===== src/rtl/round_robin_arbiter.sv =====
// Four-requester round-robin arbiter with a bounded hold time.
// A grant is issued from IDLE one edge after the request is sampled. It is kept
// until the owner drops its request or has held the grant for MAX_HOLD cycles.
// On a forced release, timeout pulses for one cycle.
module round_robin_arbiter #(
    parameter int unsigned MAX_HOLD = 16
) (
    input  logic       clk,
    input  logic       reset,
    input  logic       enable,
    input  logic [3:0] req,
    output logic [3:0] grant,
    output logic [1:0] grant_id,
    output logic       grant_valid,
    output logic       timeout
);

    localparam logic [7:0] HOLD_LIMIT = MAX_HOLD[7:0];

    typedef enum logic {
        ST_IDLE,
        ST_OWNED
    } state_t;

    state_t     r_state;
    logic [1:0] r_ptr;
    logic [7:0] r_cnt;
    logic [3:0] r_grant;
    logic [1:0] r_grant_id;
    logic       r_grant_valid;
    logic       r_timeout;

    logic [1:0] w_sel;
    logic       w_found;
    logic       w_owner_req;
    logic [1:0] w_next_ptr;
    logic       w_hold_expired;

    // Pick the first asserted request, starting at the priority pointer and wrapping
    always_comb begin
        logic [1:0] idx;
        idx     = '0;
        w_sel   = '0;
        w_found = 1'b0;
        for (int unsigned k = 0; k < 4; k++) begin
            idx = r_ptr + 2'(k);
            if (!w_found && req[idx]) begin
                w_sel   = idx;
                w_found = 1'b1;
            end
        end
    end

    // Owner status and the pointer value used on any exit from OWNED
    always_comb begin
        w_owner_req    = req[r_grant_id];
        w_next_ptr     = r_grant_id + 2'd1;
        w_hold_expired = (r_cnt == HOLD_LIMIT);
    end

    // Arbitration FSM with registered grant, id, valid and timeout outputs
    always_ff @(posedge clk or posedge reset) begin
        if (reset) begin
            r_state       <= ST_IDLE;
            r_ptr         <= '0;
            r_cnt         <= '0;
            r_grant       <= '0;
            r_grant_id    <= '0;
            r_grant_valid <= 1'b0;
            r_timeout     <= 1'b0;
        end else begin
            r_timeout <= 1'b0;
            case (r_state)
                ST_IDLE: begin
                    if (enable && w_found) begin
                        r_state       <= ST_OWNED;
                        r_cnt         <= 8'd1;
                        r_grant_id    <= w_sel;
                        r_grant       <= 4'b0001 << w_sel;
                        r_grant_valid <= 1'b1;
                    end
                end
                ST_OWNED: begin
                    // A voluntary release wins over the hold limit, so no timeout then
                    if (!w_owner_req) begin
                        r_state       <= ST_IDLE;
                        r_ptr         <= w_next_ptr;
                        r_cnt         <= '0;
                        r_grant       <= '0;
                        r_grant_valid <= 1'b0;
                    end else if (w_hold_expired) begin
                        r_state       <= ST_IDLE;
                        r_ptr         <= w_next_ptr;
                        r_cnt         <= '0;
                        r_grant       <= '0;
                        r_grant_valid <= 1'b0;
                        r_timeout     <= 1'b1;
                    end else begin
                        r_cnt <= r_cnt + 8'd1;
                    end
                end
                default: begin
                    r_state       <= ST_IDLE;
                    r_grant       <= '0;
                    r_grant_valid <= 1'b0;
                end
            endcase
        end
    end

    assign grant       = r_grant;
    assign grant_id    = r_grant_id;
    assign grant_valid = r_grant_valid;
    assign timeout     = r_timeout;

endmodule


===== config.mk =====
export PLATFORM = sky130hd
export DESIGN_NAME = round_robin_arbiter
export DESIGN_NICKNAME = d
export VERILOG_FILES = /design/src/rtl/round_robin_arbiter.sv
export SDC_FILE = /design/constraint.sdc
export NUM_CORES = 1
export LEC_CHECK = 0
export CORE_MARGIN = 2
export CORE_UTILIZATION = 40
export DETAILED_ROUTE_END_ITERATION = 10
export DONT_BUFFER_PORTS = 1
export GPL_ROUTABILITY_DRIVEN = 0
export SYNTH_ARGS = -nofsm -noshare
export SYNTH_HDL_FRONTEND = slang
export SYNTH_SLANG_ARGS = --single-unit

===== constraint.sdc =====
create_clock -name clk -period 3.3 [get_ports clk]
set_input_delay 0.66 -clock clk [delete_from_list [all_inputs] [get_ports clk]]
set_output_delay 0.66 -clock clk [all_outputs]
set_load 0.05 [all_outputs]

# --- After elaboration in Yosys (flattened, before gate mapping) ---
# Cells that the tools add are included.
word_totals:
  word_cells: 72
  in_bits: 7
  reg_bits: 19
  output_inout_bits: 8
classes:
  n_mux: 39
  n_reduce_logical: 10
  shift: 1
  bitwise: 1
  add_sub_neg: 5
  n_lt_le_gt_ge: 5
  eq_ne: 4
op_table:
  columns: ["cell", "n"]
  rows:
  - ["8-bit two-way mux", 3]
  - ["1-bit two-way mux", 18]
  - ["8-bit case mux with 2 select lines", 1]
  - ["2-bit by 3-bit less-than comparator with 1-bit output (second input constant)", 5]
  - ["2-bit two-way mux", 6]
  - ["4-bit two-way mux", 3]
  - ["1-bit binary-select mux with 2-bit select", 5]
  - ["8-bit by 1-bit adder with 8-bit output (second input constant)", 1]
  - ["8-bit by 5-bit == test with 1-bit output (second input constant)", 1]
  - ["4-bit case mux with 2 select lines", 1]
  - ["2-bit AND reduction", 3]
  - ["2-bit by 1-bit adder with 2-bit output (second input constant)", 2]
  - ["2-bit adder (second input constant)", 2]
  - ["1-bit logical AND", 4]
  - ["1-bit case mux with 2 select lines", 2]
  - ["1-bit by 2-bit << shifter with 4-bit output (first input constant)", 1]
  - ["1-bit logical NOT", 3]
  - ["3-bit by 2-bit != test with 1-bit output (second input constant)", 1]
  - ["2-bit by 1-bit != test with 1-bit output (second input constant)", 1]
  - ["2-bit != test (second input constant)", 1]
  - ["1-bit NOT", 1]

# --- Longest topological paths before layout ---
# Gate-level depths: netlist of run 1.
depth:
  depth_word: 15
  ltp_mapped: 6
  mapped_depth_nobuf: 6

# --- Least setup slack after synthesis of run 1 ---
# OpenSTA, ideal clock, no wires.
synth_timing:
  kind: "flip-flop to flip-flop"
  start: "register r_grant_id[0] (netlist: grant_id[0])"
  end: "register r_ptr[1]"
  path_stages_with_launch: 4
  path_buffers: 0
  setup_time_ns: 0.128
  path_slack_ns: 1.303
  arrival_time_ns: 1.870
  cell_sequence: "dfrtp_1 > mux4_2 > a21boi_4 > mux2_1"
synth_between:
  elab_chain_cells: 4
  elab_cells_between_ends: 7
  classes_between: "add/sub (1); eq/ne (1); mux (4); reduce/logical (1)"
synth_rtl:
  columns: ["element", "line", "source"]
  rows:
  - ["start, declared", "29", "logic [1:0] r_grant_id;"]
  - ["start signal, assigned", "78", "r_grant_id <= w_sel;"]
  - ["1-bit binary-select mux with 2-bit select", "56", "w_owner_req = req[r_grant_id];"]
  - ["1-bit two-way mux (not written as such)", "56", null]
  - ["2-bit by 1-bit != test with 1-bit output (no source line)", null, null]
  - ["2-bit AND reduction (no source line)", null, null]
  - ["end signal, assigned", "87", "r_ptr <= w_next_ptr;"]
  - ["end signal, assigned", "93", "r_ptr <= w_next_ptr;"]
  - ["end, declared", "26", "logic [1:0] r_ptr;"]
# Parallel ways exist; a longest one is shown, timed or not. The select of a mux whose other input is x is not followed.
# A chain may end at the register's enable or synchronous reset.

# --- Worst setup path after layout of run 1 ---
# Ends and elaborated chain as after synthesis.

==> results of run 1 <==
-- routing by layer --
layer  vias to the layer above  part of all wire [%]
li1                        386                     -
met1                       359                    48
met2                        14                    47
met3                         0                   4.9
met4                         0                     0
met5                         -                     0
-- registers in the layout, indices dropped and copies added (netlist names) --
name,flops
grant,4
grant_id,2
grant_valid,1
r_cnt,8
r_ptr,2
r_state,1
timeout,1
-- worst max path at each step --
stage,endpoint,slack (ps),depth (start not counted),from
after floorplan,r_ptr[1],1300,3,grant_id[0]
after global placement,r_ptr[1],1230,3,grant_id[0]
after detailed placement,r_ptr[1],1200,3,grant_id[0]
after CTS,r_ptr[1],1200,3,grant_id[0]
after global routing,r_ptr[1],1130,3,grant_id[0]
final,r_ptr[1],1210,3,grant_id[0]
-- cells in the mapped netlist (2+ instances only) --
cell type / count
inv_1: 5
a31oi_1: 3
ha_1: 2
mux2i_1: 3
nor3_1: 2
nand2_1: 11
nand3_1: 5
o21ai_1: 4
a21oi_1: 5
o32ai_1: 4
nand2b_1: 2
nor2_1: 5
dfrtp_1: 19
a22oi_2: 2
or3_1: 2
nand4_1: 2
and3_1: 2
o21ai_0: 4
-- logic make-up (layout without fill, tap and decap cells) --
logic type               count (synthesis)  after routing  share of synthesized area (%)
AO/OA/AOI/OAI                           29             29                           20.3
XOR/XNOR                                 1              1                          0.823
adder cells (fa/ha/maj)                  2              2                           2.35
buffers and inverters                    8              9                           3.64
flip-flops                              19             19                           44.7
multiplexers                             5              5                           5.99
AND/OR/NAND/NOR                         40             40                           22.2
-- cell type report --
cell class / count / area (µm²)
Multi-Input combinational cell: 77 / 551
Inverter: 5 / 18.8
Clock buffer: 4 / 26.3
Sequential cell: 19 / 475
Tap cell: 30 / 37.5
Fill cell: 223 / 1390
-- where the power goes --
part	switching, mW	internal [mW]	total (mW)
Clock	0.0739	0.0471	0.121
Sequential	0.226	0.304	0.530
Combinational	0.168	0.154	0.322
-- worst max-delay path, cell delays in order, from the launching register on --
cell and delay (ps):
dfrtp_1 740, mux4_2 640, a21boi_4 270, mux2_1 340
==> impl_metrics.toml, run 1 <==
[outcome]
status = "finished, final reports clean"

[cts]
cts_tree = "done"
clk_path_buf_depth = 2
cts_resized = 0
clock_latency_ps = 310
ctsHoldBuffers = 0
clk_pin_slew_ps = 120
cts_root_buf = "clkbuf_4"
cts-buffers-inserted = 3
numClockSinks = 19
ctsHtreeMaxLevel = 1
post_cts_buffers = 0

[floorplan]
pin_count = 15
coreArea_mm2 = 0.00250
fp.dieW_um = 55.6
placementRows = 18
die-area_mm2 = 0.00309
initial_core_util_pct = 42.6
die_h_um = 55.6

[sta]
setup_tns_ps = 0
hold_viol = 0
fmax_mhz = 479
fin_skew_ps = 15.0
rsz0062_at_grt = "false"
max-slew-margin-rel_pct = 53.5
setup_violations = 0
setup_ws_ps = 1210
worst_pin_slew_ps = 697
post-route-min-period_ps = 2090
finalHoldWorstSlack_ps = 334
fin_crit_sh_pct = 63.2
drv_slew = 0

[worst_setup_path]
arrival_ps = 2290
timing.rr.end = "r_ptr[1]"
ff2ff_path_depth = 3
cp.required_ps = 3500
cp-end-kind = "flip-flop"
worstPathMaxFanout = 8
start_kind = "flip-flop"
critPathKind = "reg2reg"
r2r_slack_ps = 1210
r2r_start = "grant_id[0]"

[placement]
place_inst = 131
dpl_cell_area_mm2 = 0.00108
place_hpwl_mm = 1.44
pre_cts_ws_ps = 1200
portBuffers = 0

[route]
routed_wirelength_mm = 2.00
drt_iter0_drc = 16
detail_route.wl_per_cell_um = 14.8
ant_nets = 0
vias_per_cell = 5.62
via_count = 759
drcViolationCount = 0
first_pass_iters = 4

[cells_and_area]
antenna_cells = 0
final_cell_mix = "dfrtp_1 (19), nand2_1 (11)"
layout_commonest_cell = "dfrtp_1"
design_area_mm2 = 0.00111
fin_cells = 135
final_nets = 115
drive_gt1_share_pct = 12.4
syn2layout_area_growth_pct = 4.11
utilization_pct = 44.3

[logic_synthesis]
async_reset_ff_share_pct = 100
syn_inst = 104
avgSynthCellArea_um2 = 10.2
synth.yosys.seq_area_share_pct = 44.7
synthFlopType = "dfrtp_1"
synth_cell_type_count = 40
ys_ff_latch = 19
synth_edf_count = 0
synth_nets = 113
yosys.area.top_type = "dfrtp_1"
synth.area.top_cells = "dfrtp_1 (45%), nand2_1 (3.9%), o32ai_1 (3.3%)"
synth_top_area_share_pct = 44.7
yosysWarnings = 0
netlist_area_mm2 = 0.00106

[global_route]
grt_pass1_vias = 747
grt_use_met3_pct = 5.58
grt_max_degree = 20
groute.usage.overall_pct = 13.9
gr-usage-met2_pct = 21.3
grt_pass1_wl_mm = 3.35
grt.overflow.total = 0
antenna_found_initial = 0
top_usage_layer = "met2"
use_met1_pct = 18.1

[worst_hold_path]
hp-class = "in2async"

[run]
cap_violations = 0

[power]
ir_worst_vdd_v = 0.000575
cellPowerDensity_mw_per_mm2 = 878
p_total_mw = 0.973
leakage_nw = 0.470
Power figures use the tool's default switching activity.
==> inputs of run 2 (changes only) <==
clock period = 1.89 ns   (was 3.3 ns; I/O delays follow)
==> run 2 against run 1 <==
Effect of this change:
- sequential share of layout area down 1.3 points
- first-iteration DRC count rose to 2.6 times the previous value
- die area unchanged
- count of clock-buffer cells in the layout unchanged
- design area up 3.5%
- via count up 6.9%
- combinational power up 130%
- highest routed layer is now met4
==> impl_metrics.toml, run 2 (synthesis results as in run 1) <==
[floorplan]
initial_core_util_pct = 42.6
placementRows = 18
die_h_um = 55.6
die-area_mm2 = 0.00309
fp.dieW_um = 55.6
coreArea_mm2 = 0.00250
pin_count = 15

[cts]
cts_tree = "done"
cts-buffers-inserted = 3
cts_resized = 0
ctsHtreeMaxLevel = 1
numClockSinks = 19
cts_root_buf = "clkbuf_4"
post_cts_buffers = 0
clk_pin_slew_ps = 130
clock_latency_ps = 310
ctsHoldBuffers = 0
clk_path_buf_depth = 2

[route]
detail_route.wl_per_cell_um = 15.4
vias_per_cell = 5.79
via_count = 811
routed_wirelength_mm = 2.16
drcViolationCount = 0
drt_iter0_drc = 41
ant_nets = 0
first_pass_iters = 4

[worst_setup_path]
cp-end-kind = "flip-flop"
critPathKind = "reg2reg"
arrival_ps = 1900
critPathTopFamily = "flip-flops"
cpMaxStageDelayCell = "dfrtp_1"
path_buf_inv = 1
worstPathMaxFanout = 8
path_cells = "inv_1, ha_1, nor4b_4, nand3_4, a21boi_4, mux2_1"
slowest_delay_ps = 420
cp.required_ps = 2100
start_kind = "flip-flop"

[sta]
drv_slew = 0
fin_skew_ps = 20.3
fin_crit_sh_pct = 89.3
hold_viol = 0
fmax_mhz = 592
max-slew-margin-rel_pct = 51.1
setup_violations = 0
post-route-min-period_ps = 1690
worst_pin_slew_ps = 733
rsz0062_at_grt = "false"
setup_tns_ps = 0

[cells_and_area]
drive_gt1_share_pct = 17.3
syn2layout_area_growth_pct = 7.76
final_nets = 120
largest_register = "r_cnt"
antenna_cells = 0
largest_reg_flops = 8
layout_commonest_cell = "dfrtp_1"
final_cell_mix = "dfrtp_1 (18), nand2_1 (11)"
fin_cells = 140

[placement]
place_hpwl_mm = 1.56
portBuffers = 0
place_inst = 136

[power]
leakage_nw = 0.495
ir_worst_vdd_v = 0.00100
comb_power_share_pct = 41.0
cellPowerDensity_mw_per_mm2 = 1550
power.switching_mw = 0.843
p_clk_share_pct = 12.3
seqPwrFrac_pct = 46.7
switching_share_pct = 47.4
power.internal_mw = 0.935

[run]
cap_violations = 0

[global_route]
antenna_found_initial = 0
grt_max_degree = 20
grt.overflow.total = 0
grt_pass1_vias = 798
grt_pass1_wl_mm = 3.71
groute.usage.overall_pct = 15.0

[outcome]
status = "finished, final reports clean"

[worst_hold_path]
hp-class = "in2async"
run 2: cell count changes in the layout (fill, tap and decap cells not counted):
| cell | before | now |
|---|---|---|
| dfrtp_2 | 0 | 1 |
| dfrtp_1 | 19 | 18 |
| buf_4 | 0 | 5 |
run 2: per-layer routing:
layer  global-route usage (%)  wire (µm)  vias up
met3                     5.58        115        2
met2                     24.3       1020       20
met4                     3.14         15        0
met5                        0          0        -
li1                         -          -      393
met1                     19.2       1010      396
run 2: power groups by stage:
stage | combinational (mW) | sequential [mW] | clock, mW
after floorplan | 0.510 | 0.896 | 0
after global placement | 0.721 | 0.838 | 0
after detailed placement | 0.730 | 0.838 | 0
after CTS | 0.734 | 0.832 | 0.223
after global routing | 0.808 | 0.854 | 0.236
final | 0.728 | 0.830 | 0.219
run 2: stage by stage:
stage	worst slack, ps	total power [mW]	utilization, %	area (µm²)	hold WS (ps)
2_1_floorplan	63.6	1.41	-	1070	329
3_3_place_gp	257	1.56	44.8	1120	420
3_5_place_dp	222	1.57	44.8	1120	439
4_1_cts	202	1.79	45.9	1150	82.7
5_1_grt	82.8	1.90	45.9	1150	134
6_report	202	1.78	45.9	1150	57.7
run 2: worst reg2reg max path, stage by stage (launching register included):
cell and delay (ps):
dfrtp_1 420, inv_1 90, ha_1 140, nor4b_4 240, nand3_4 170, a21boi_4 190
mux2_1 330
run 2: layout make-up:
cell class	instances	area (µm²)
fillers	229	1350
multi-input cells	77	551
flip-flops and latches	19	477
repair buffers	5	37.5
well taps	30	37.5
clock buffers	4	26.3
inverters	5	18.8
run 2: final timing paths:
path | from | to | slack (ps) | cells after the start
max | r_cnt[1] | r_ptr[1] | 200 | 6
min | reset | r_cnt[1] | 60 | 1
max reg2reg | r_cnt[1] | r_ptr[1] | 200 | 6
min reg2reg | r_cnt[0] | r_cnt[0] | 510 | 1
max in group asynchronous | reset | grant_id[0] | 1300 | 1
min in group clk | req[3] | grant[0] | 350 | 2
==> inputs of run 3 (changes only) <==
==> constraint.sdc (replaced) <==
create_clock -name clk -period 1.89 [get_ports clk]
set_input_delay 0.189 -clock clk [delete_from_list [all_inputs] [get_ports clk]]
set_output_delay 0.189 -clock clk [all_outputs]
set_load 0.05 [all_outputs]
==> run 3 against run 2 <==
Effect of this change:
- setup slack improved by 28 ps
- count of clock-buffer cells in the layout is the same
- critical path depth stayed put
- register-to-register slack better by 30 ps
- non-clock buffer count is the same
- first-iteration DRC count fell by 59%
- clock skew decreased by 8.3 ps
==> impl_metrics.toml, run 3 (synthesis results as in run 1) <==
[cts]
clock_latency_ps = 300
cts_root_buf = "clkbuf_4"
ctsHtreeMaxLevel = 1
numClockSinks = 19
clk_pin_slew_ps = 110
cts_resized = 0
cts-buffers-inserted = 3
cts_tree = "done"
clk_path_buf_depth = 2

[power]
switching_share_pct = 47.1
p_clk_share_pct = 11.9
leakage_nw = 0.494
ir_worst_vdd_v = 0.00113
power.internal_mw = 0.935
seqPwrFrac_pct = 46.8
cellPowerDensity_mw_per_mm2 = 1540
comb_power_share_pct = 41.3
power.switching_mw = 0.833

[route]
routed_wirelength_mm = 2.10
vias_per_cell = 5.77
detail_route.wl_per_cell_um = 15.0
first_pass_iters = 4
via_count = 808
drt_iter0_drc = 17
ant_nets = 0
drcViolationCount = 0

[cells_and_area]
fin_cells = 140
drive_gt1_share_pct = 16.4
fillers = 238
syn2layout_area_growth_pct = 7.99
final_nets = 120
layout_commonest_cell = "dfrtp_1"
final_cell_mix = "dfrtp_1 (18), nand2_1 (11)"
largest_reg_flops = 8
antenna_cells = 0
largest_register = "r_cnt"
utilization_pct = 46.0

[floorplan]
die_h_um = 55.6
initial_core_util_pct = 42.6
pin_count = 15
placementRows = 18
coreArea_mm2 = 0.00250
fp.dieW_um = 55.6
die-area_mm2 = 0.00309

[worst_setup_path]
critPathKind = "reg2reg"
critPathTopFamily = "flip-flops"
arrival_ps = 1860
worstPathMaxFanout = 8
path_cells = "inv_1, ha_1, nor4b_4, nand3_4, a21boi_4, mux2_1"
cp-end-kind = "flip-flop"
start_kind = "flip-flop"
r2r_slack_ps = 230
cpMaxStageDelayCell = "dfrtp_1"
slowest_delay_ps = 410
cp.required_ps = 2090
path_buf_inv = 1

[global_route]
antenna_found_initial = 0
groute.usage.overall_pct = 15.3
grt_pass1_vias = 805
grt_max_degree = 20
grt.overflow.total = 0
grt_pass1_wl_mm = 3.74

[run]
cap_violations = 0

[sta]
worst_pin_slew_ps = 721
fmax_mhz = 603
fin_skew_ps = 12.0
setup_violations = 0
post-route-min-period_ps = 1660
hold_viol = 0
max-slew-margin-rel_pct = 51.9
drv_slew = 0
rsz0062_at_grt = "false"
setup_tns_ps = 0
fin_crit_sh_pct = 87.8

[outcome]
status = "finished, final reports clean"

[placement]
place_inst = 135
place_hpwl_mm = 1.51
portBuffers = 0

[worst_hold_path]
hp-class = "in2reg"
## run 3: worst register-to-register path: stages, from the launching register on
cell	delay [ps]
dfrtp_1	410
inv_1	90
ha_1	150
nor4b_4	230
nand3_4	170
a21boi_4	190
mux2_1	320
## run 3: worst paths after layout
kind / start / end / cells after the start
worst max-delay path: r_cnt[0] / r_ptr[1] / 6
worst min-delay path: enable / r_cnt[0] / 3
min in group asynchronous: reset / r_cnt[1] / 2
max in group asynchronous: reset / grant_id[0] / 2
worst max register to register: r_cnt[0] / r_ptr[1] / 6
worst min register to register: r_cnt[0] / r_cnt[0] / 1
## run 3: cell type report
cell class / count / area (µm²) / area share, %
clock buffers: 4 / 26.3 / 2.29
inverters: 5 / 18.8 / 1.63
multi-input cells: 77 / 551 / 47.9
flip-flops and latches: 19 / 477 / 41.5
well taps: 30 / 37.5 / 3.26
repair buffers: 5 / 40.0 / 3.48
## run 3: power groups by stage
stage	Sequential (mW)	Combinational [mW]	Clock [mW]
global route	0.848	0.804	0.238
global placement	0.838	0.719	0
detailed placement	0.836	0.725	0
CTS	0.830	0.735	0.219
finish	0.828	0.730	0.210
floorplan	0.896	0.510	0
## run 3: metal layers
metal	vias to the layer above	share of wire (%)	GRT usage (%)	routed length (µm)
li1	397	-	-	-
met1	391	45	18.8	950
met2	16	49	25.0	1020
met3	4	4.5	5.81	95
met4	0	1.2	4.18	25
met5	-	0	0	0
## run 3: per-stage QoR
step                hold slack (ps)  area, µm²  power (mW)  setup WS (ps)
floorplan                       140       1070        1.41           63.6
global placement                232       1110        1.56            256
detailed placement              251       1110        1.56            234
CTS                             146       1150        1.78            210
global route                    147       1150        1.89            104
finish                          155       1150        1.77            230
## run 3: what timing repair did
item,in CTS,in global routing
endpoints found under the hold margin,19,0
buffers inserted,0,0
hold buffers,1,0
